[src/rtl/mixcol_seq.sv]
// Iterative AES-128 MixColumns engine: a shared column datapath steps through the
// four state columns, COLS_PER_CYCLE per clock, with a pass-through for the final round.

module gf_mul2 (
    input  logic [7:0] i_a,
    output logic [7:0] o_y
);
    assign o_y = {i_a[6:0], 1'b0} ^ (i_a[7] ? 8'h1b : 8'h00);
endmodule

module gf_mul3 (
    input  logic [7:0] i_a,
    output logic [7:0] o_y
);
    logic [7:0] w_x2;

    gf_mul2 u_x2 (.i_a(i_a), .o_y(w_x2));

    assign o_y = w_x2 ^ i_a;
endmodule

module mixcol_lane (
    input  logic [31:0] i_col,
    output logic [31:0] o_col
);
    logic [7:0] w_a  [4];
    logic [7:0] w_m2 [4];
    logic [7:0] w_m3 [4];

    for (genvar k = 0; k < 4; k++) begin : g_byte
        assign w_a[k] = i_col[31-8*k -: 8];
        gf_mul2 u_m2 (.i_a(w_a[k]), .o_y(w_m2[k]));
        gf_mul3 u_m3 (.i_a(w_a[k]), .o_y(w_m3[k]));
    end

    assign o_col[31:24] = w_m2[0] ^ w_m3[1] ^ w_a[2]  ^ w_a[3];
    assign o_col[23:16] = w_a[0]  ^ w_m2[1] ^ w_m3[2] ^ w_a[3];
    assign o_col[15:8]  = w_a[0]  ^ w_a[1]  ^ w_m2[2] ^ w_m3[3];
    assign o_col[7:0]   = w_m3[0] ^ w_a[1]  ^ w_a[2]  ^ w_m2[3];
endmodule

module mixcol_seq #(
    parameter int COLS_PER_CYCLE = 1
) (
    input  logic         clk,
    input  logic         rst,
    input  logic         in_valid,
    output logic         in_ready,
    input  logic         in_bypass,
    input  logic [127:0] in_data,
    output logic         out_valid,
    input  logic         out_ready,
    output logic [127:0] out_data,
    output logic         busy
);
    if (COLS_PER_CYCLE != 1 && COLS_PER_CYCLE != 2 && COLS_PER_CYCLE != 4) begin : g_badParam
        $error("mixcol_seq: COLS_PER_CYCLE must be 1, 2 or 4");
    end

    typedef enum logic [1:0] {IDLE, RUN, DONE} state_t;

    localparam logic [1:0] STEP     = 2'(COLS_PER_CYCLE);
    localparam logic [1:0] LAST_CNT = 2'(4 - COLS_PER_CYCLE);

    state_t         r_state;
    state_t         w_nextState;
    logic [1:0]     r_cnt;
    logic [127:0]   r_work;
    logic [127:0]   w_workNext;
    logic [31:0]    w_cols     [4];
    logic [31:0]    w_nextCols [4];
    logic [31:0]    w_laneIn   [COLS_PER_CYCLE];
    logic [31:0]    w_laneOut  [COLS_PER_CYCLE];
    logic [1:0]     w_laneIdx  [COLS_PER_CYCLE];

    for (genvar c = 0; c < 4; c++) begin : g_cols
        assign w_cols[c] = r_work[127-32*c -: 32];
    end

    // Lane l always works on column cnt+l; cnt is a multiple of the lane count, so it never overflows.
    for (genvar l = 0; l < COLS_PER_CYCLE; l++) begin : g_lane
        assign w_laneIdx[l] = r_cnt + 2'(l);
        assign w_laneIn[l]  = w_cols[w_laneIdx[l]];
        mixcol_lane u_lane (.i_col(w_laneIn[l]), .o_col(w_laneOut[l]));
    end

    always_comb begin
        w_nextCols = w_cols;
        w_workNext = '0;
        for (int l = 0; l < COLS_PER_CYCLE; l++) begin
            w_nextCols[w_laneIdx[l]] = w_laneOut[l];
        end
        for (int c = 0; c < 4; c++) begin
            w_workNext[127-32*c -: 32] = w_nextCols[c];
        end
    end

    always_ff @(posedge clk) begin
        if (rst) begin
            r_state <= IDLE;
        end else begin
            r_state <= w_nextState;
        end
    end

    always_comb begin
        w_nextState = r_state;
        case (r_state)
            IDLE: begin
                if (in_valid) begin
                    w_nextState = in_bypass ? DONE : RUN;
                end
            end
            RUN: begin
                if (r_cnt == LAST_CNT) begin
                    w_nextState = DONE;
                end
            end
            DONE: begin
                if (out_ready) begin
                    w_nextState = IDLE;
                end
            end
            default: w_nextState = IDLE;
        endcase
    end

    // The work register doubles as the output register, so the result holds through DONE and after.
    always_ff @(posedge clk) begin
        if (rst) begin
            r_work <= '0;
            r_cnt  <= '0;
        end else begin
            case (r_state)
                IDLE: begin
                    if (in_valid) begin
                        r_work <= in_data;
                        r_cnt  <= '0;
                    end
                end
                RUN: begin
                    r_work <= w_workNext;
                    r_cnt  <= r_cnt + STEP;
                end
                default: begin
                end
            endcase
        end
    end

    assign in_ready  = (r_state == IDLE);
    assign out_valid = (r_state == DONE);
    assign busy      = (r_state != IDLE);
    assign out_data  = r_work;
endmodule

[config.mk]
export PLATFORM = sky130hd
export DESIGN_NAME = mixcol_seq
export DESIGN_NICKNAME = d
export VERILOG_FILES = /design/src/rtl/mixcol_seq.sv
export SDC_FILE = /design/constraint.sdc
export NUM_CORES = 1
export LEC_CHECK = 0
export ABC_AREA = 0
export CAP_MARGIN = 10
export CELL_PAD_IN_SITES_DETAIL_PLACEMENT = 0
export CELL_PAD_IN_SITES_GLOBAL_PLACEMENT = 1
export CORE_ASPECT_RATIO = 1.1
export CORE_MARGIN = 3
export CORE_UTILIZATION = 39
export CTS_CLUSTER_DIAMETER = 50
export DETAILED_ROUTE_END_ITERATION = 8
export HOLD_SLACK_MARGIN = 0.03
export PLACE_DENSITY_LB_ADDON = 0.1
export SLEW_MARGIN = 15
export SYNTH_ARGS = -nofsm -noshare
export SYNTH_HDL_FRONTEND = slang
export SYNTH_HIERARCHICAL = 1
export SYNTH_SLANG_ARGS = --single-unit
[constraint.sdc]
create_clock -name clk -period 3.95 [get_ports clk]
set_input_delay 0.79 -clock clk [delete_from_list [all_inputs] [get_ports clk]]
set_output_delay 0.79 -clock clk [all_outputs]
set_load 0.03 [all_outputs]
==> results.toml, run 1 <==
[cells_and_area]
drive_gt1_share_pct = 12.5
antenna_cells = 0
final_area_um2 = 12000
fin_nets = 1216
fin_cells = 1387
area_growth_pct = 35.6
fillers = 2060

[sta]
period_share_pct = 78.2
fin_hold_ws_ps = 474
tightest_slew_ps = 879
slew_headroom_pct = 41.4
fin_setup_tns_ps = 0
finalMaxSlewViolations = 0
min_period_ps = 3090
fmax_ghz = 0.324
setup_viol = 0
hold_violations = 0
skew_ps = 12.2
rsz0062_at_grt = "no"

[routing]
drt_iter0_markers = 609
first_pass_iters = 5
final_antenna_net_count = 0
wl_per_cell_um = 24.8
num_vias = 7966
avgViaCountPerCell = 5.74
drcViolationCount = 0
wl_mm = 34.4

[floorplan]
ios = 264
die_x_um = 149
fp.dieArea_um2 = 24400
die_h_um = 164
core_um2 = 22200
rows = 57
initial_utilization_pct = 39.7

[clock_tree]
htree_num_levels = 4
clockBufferDepth = 2
clkSinkCount = 132
clkTransAtPathRegs_ps = 70
post_cts_resized = 0
cts_hold_buf = 0
post_cts_buffers = 0
cts_tree = "yes"
numCtsBuffers = 17
cts_root_buffer = "clkbuf_16"
clkLatencyLatePin_ps = 440

[synth]
yosys.area_share.xor_xnor_pct = 15.1
synthFlopType = "dfxtp_1"
synth_common_cells = "132 x dfxtp_1, 98 x a21oi_1, 96 x and4b_1, 96 x o2bb2ai_1, 88 x xor2_1"
yosysSeqAreaShare_pct = 30.0
synth_top_area_share_pct = 30.0
muxShareOfSynthArea_pct = 8.82
yosysTopAreaCell = "dfxtp_1"
synth_top_family_by_area = "compound AO/OA/AOI/OAI gates"
synth_edf_count = 0
ys_seq_elements = 132
async_flop_share_pct = 0
post_synth.cell_area_avg_um2 = 9.86
yosysMostFrequentCell = "dfxtp_1"
syn-num-nets = 1031
synth_warnings = 6
synth_compound_area_share_pct = 21.2
synth_adder_area_share_pct = 0.568
synth_area_leaders = "dfxtp_1 30%, and4b_1 11%, o2bb2ai_1 9.5%"
synthCells = 894
netlist-cell-type-count = 33
synthSimpleGateAreaFrac_pct = 14.7
syn_area_um2 = 8810

[outcome]
status = "complete, no violations"

[global_route]
antenna_found_initial = 0
gr-total-overflow = 0
grtUsageTotal_pct = 27.5
grt_start_max_net_pins = 56
grt_pass1_vias = 8053
grt_pass1_wl_mm = 50.8

[critical_path]
crit_path_start_kind = "flip-flop"
critPathSlowestCell = "mux4_2"
slowest_delay_ps = 730
cp_max_fo = 13
critPathKind = "reg2reg"
crit_top_cell = "xor2_1"
worstPathRequired_ps = 4310
critPathBufInv = 1
end_kind = "flip-flop"
cp_cell_sequence = "buf_12, mux4_2, xor2_1, xor2_1, xnor2_1, and4b_1, a21oi_1, o2bb2ai_1"
arrival_ps = 3450
cp_top_family = "XOR/XNOR gates"

[power]
vdd_ir_drop_max_v = 0.000305
powerDensity_nw_per_um2 = 435
p_leak_nw = 4.67

[min_path]
hold_path.class = "reg2reg"

[placed_design]
placedCellCount = 1355
port_buffers = 263
hpwl_mm = 23.8
dpl_cell_area_um2 = 11400
place.gp.congestion = 0.857

[job]
maxCapViolCount = 0
==> report_power, final <==
group          internal (mW)  switching (mW)
logic                  0.827            1.24
clock network          0.886           0.666
registers               1.45           0.121
total                   3.16            2.03
==> kinds of logic after synthesis <==
group                    Yosys count
AO/OA/AOI/OAI                    232
XOR/XNOR                         152
adder cells (fa/ha/maj)            4
buffers and inverters            160
flip-flops                       132
multiplexers                      36
AND/OR/NAND/NOR                  178
==> cell usage in the layout, fill, tap and decap left out <==
cell type,Yosys,layout
nor3_1,1,1
o21bai_1,1,1
clkinv_2,0,3
a2111oi_2,30,30
a31oi_1,1,1
xor2_1,88,88
buf_2,44,1
a2bb2oi_1,1,1
nand2_1,6,6
bufinv_16,0,1
nor2_1,67,67
nand2_2,1,1
a21oi_1,98,98
clkbuf_16,0,17
xnor2_1,64,64
nand3_1,2,2
or3_1,1,1
nand2b_4,0,1
clkinvlp_4,0,5
mux2_2,1,1
clkbuf_8,0,1
mux4_2,32,32
buf_4,49,20
dfxtp_1,132,128
a21oi_4,3,3
nand4_1,1,1
nand3b_2,1,1
dfxtp_2,0,4
inv_1,36,36
clkinv_4,0,1
o2bb2ai_1,96,96
and4b_1,96,96
inv_6,0,4
clkdlybuf4s50_1,0,262
mux2_4,3,3
or3b_1,1,1
ha_1,4,4
buf_12,0,6
inv_2,1,1
a2111oi_0,2,2
==> registers in the layout (all words and copies together), names as in the netlist <==
name      flops
r_state       2
out_data    128
r_cnt         2
==> per-stage QoR <==
stage / utilization, % / setup WS [ps] / power (mW)
6_report: 53.9 / 861 / 5.19
3_3_place_gp: 51.3 / 967 / 3.63
5_1_grt: 53.9 / 692 / 5.39
4_1_cts: 53.9 / 898 / 5.19
2_1_floorplan: - / 1230 / 2.89
3_5_place_dp: 51.3 / 838 / 3.64
==> tightest hold or removal path, cell delays in order (launching register included) <==
cell     delay, ps
dfxtp_2        330
nand2_1         50
a21oi_1         50
==> path summary, 6_finish.rpt <==
check | startpoint | to | slack [ps] | depth (start not counted)
worst max-delay path | r_cnt[1]$_SDFFE_PP0P_ | out_data[36]$_SDFFE_PP0P_ | 860 | 8
worst min-delay path | r_cnt[0]$_SDFFE_PP0P_ | r_cnt[0]$_SDFFE_PP0P_ | 470 | 2
worst min register to register | r_cnt[0]$_SDFFE_PP0P_ | r_cnt[0]$_SDFFE_PP0P_ | 470 | 2
worst max register to register | r_cnt[1]$_SDFFE_PP0P_ | out_data[36]$_SDFFE_PP0P_ | 860 | 8
==> metal layers <==
layer	routed length, um	track usage, %	share of wire (%)	up-vias
met5	0	0	0	-
met3	1980	4.74	5.8	38
met4	557	7.49	1.6	0
met2	16700	44.7	48	325
met1	15200	37.9	44	3964
li1	-	-	-	3639
==> cell type report <==
| cell class | count | area [um^2] | share of cell area [%] |
|---|---|---|---|
| clock buffers | 18 | 439 | 3.68 |
| flip-flops and latches | 132 | 2650 | 22.2 |
| inverters | 37 | 139 | 1.16 |
| multi-input cells | 602 | 5330 | 44.6 |
| well taps | 295 | 369 | 3.09 |
| clock inverters | 14 | 126 | 1.06 |
| repair buffers | 289 | 2900 | 24.2 |
Power figures use the tool's default switching activity.
==> run 2, diff against run 1 <==
- CORE_UTILIZATION: 39 -> 36
- clock period: 3.95 -> 3 ns (I/O delays scaled with it)
==> results.toml, run 2 (synthesized netlist as in run 1, its figures left out) <==
[outcome]
status = "complete, no violations"

[cells_and_area]
layout_commonest_cell = "clkdlybuf4s50_1"
final_core_util_pct = 50.7
fillers = 2184
drive_gt1_share_pct = 13.6
antenna_cells = 0
area_growth_pct = 37.1
largest_reg_flops = 128
fin_nets = 1232
seqCellArea_um2 = 2650
final_cell_mix = "262 x clkdlybuf4s50_1, 128 x dfxtp_1, 98 x a21oi_1"
multi_input_area_um2 = 5330

[floorplan]
core_um2 = 23800
initial_utilization_pct = 37.0
die_h_um = 170
fp.dieArea_um2 = 26400
die_x_um = 155
rows = 59
ios = 264

[sta]
skew_ps = 18.9
slew_headroom_pct = 52.0
hold_violations = 0
tightest_slew_ps = 721
fmax_ghz = 0.356
min_period_ps = 2810
setup_viol = 0
fin_setup_tns_ps = 0
timing.final.ws_setup_ps = 190
fin_hold_ws_ps = 484
finalMaxSlewViolations = 0
period_share_pct = 93.7
rsz0062_at_grt = "no"

[placed_design]
place.gp.congestion = 0.903
pre_cts_ws_ps = 225
hpwl_mm = 24.7
port_buffers = 263

[critical_path]
end_kind = "flip-flop"
crit_path_start_kind = "flip-flop"
ff2ff_path_depth = 8
worstPathRequired_ps = 3340
arrival_ps = 3150
rr_startpoint = "r_cnt[1]$_SDFFE_PP0P_"
rrSetupSlack_ps = 190
cp_max_fo = 17
critPathKind = "reg2reg"
timing.rr.end = "out_data[28]$_SDFFE_PP0P_"

[global_route]
grt_start_max_net_pins = 56
gr-total-overflow = 0
antenna_found_initial = 0
grt_pass1_wl_mm = 52.8
grtUsageTotal_pct = 26.2
grt_pass1_vias = 8190

[power]
powerDensity_nw_per_um2 = 582
vdd_ir_drop_max_v = 0.000329
p_leak_nw = 4.74

[clock_tree]
clkLatencyLatePin_ps = 440
clkSinkCount = 132
post_cts_buffers = 0
htree_num_levels = 4
numCtsBuffers = 17
cts_tree = "yes"
cts_root_buffer = "clkbuf_16"
cts_hold_buf = 0
clockBufferDepth = 2
post_cts_resized = 0
clkTransAtPathRegs_ps = 60

[routing]
final_antenna_net_count = 0
first_pass_iters = 5
drcViolationCount = 0
num_vias = 8064
wl_per_cell_um = 24.9
avgViaCountPerCell = 5.71
drt_iter0_markers = 562
wl_mm = 35.2

[min_path]
hold_path_depth = 1
hold_path_end = "out_data[86]$_SDFFE_PP0P_"
hold_path.class = "reg2reg"
hp-start = "out_data[86]$_SDFFE_PP0P_"

[job]
maxCapViolCount = 0
[run 2: routing by layer]
| layer | vias up | wire (um) | GRT usage [%] | share of wire (%) |
|---|---|---|---|---|
| met1 | 4010 | 15200 | 34.9 | 43 |
| li1 | 3669 | - | - | - |
| met5 | - | 0 | 0 | 0 |
| met3 | 40 | 2260 | 5.47 | 6.4 |
| met4 | 0 | 598 | 7.08 | 1.7 |
| met2 | 345 | 17100 | 43.5 | 49 |
[run 2: how the worst max path moves through the flow]
stage                          start                          to  slack (ps)  cells after the start
2_1_floorplan  r_cnt[1]$_SDFFE_PP0P_  out_data[121]$_SDFFE_PP0P_         280                     10
3_3_place_gp   r_cnt[1]$_SDFFE_PP0P_   out_data[60]$_SDFFE_PP0P_         270                      9
3_5_place_dp   r_cnt[1]$_SDFFE_PP0P_  out_data[124]$_SDFFE_PP0P_         220                      9
4_1_cts        r_cnt[1]$_SDFFE_PP0P_   out_data[60]$_SDFFE_PP0P_         210                      9
5_1_grt        r_cnt[1]$_SDFFE_PP0P_    out_data[9]$_SDFFE_PP0P_           5                      8
6_report       r_cnt[1]$_SDFFE_PP0P_   out_data[28]$_SDFFE_PP0P_         190                      8
[run 2: final cells by class]
class	instances	share of cell area [%]
clock buffer	18	3.55
clock inverter	14	1.26
inverter	37	1.15
multi-input combinational	602	44.1
sequential	132	21.9
tap	305	3.16
timing repair buffer	305	24.9
[run 2: power breakdown]
part           switching, mW  internal (mW)  total (mW)  leakage (nW)
registers              0.158           1.91        2.07          1.09
logic                   1.67           1.16        2.83          3.38
clock network          0.894           1.23        2.13         0.274
[run 2: critical path: stages (launching register included)]
cell and delay, ps:
dfxtp_2 380, buf_12 210, mux4_2 730, xor2_1 240, xor2_1 170, xor2_1 180, xnor2_1 420, nor2_1 120
a2111oi_2 270
[run 2: through the flow]
step / total power, mW / instance area, um^2 / instances
4_1_cts: 7.02 / 12100 / 1413
6_report: 7.03 / 12100 / 1413
3_3_place_gp: 4.90 / 11500 / 1381
5_1_grt: 7.29 / 12100 / 1413
3_5_place_dp: 4.90 / 11500 / 1381
2_1_floorplan: 3.81 / 8810 / 894
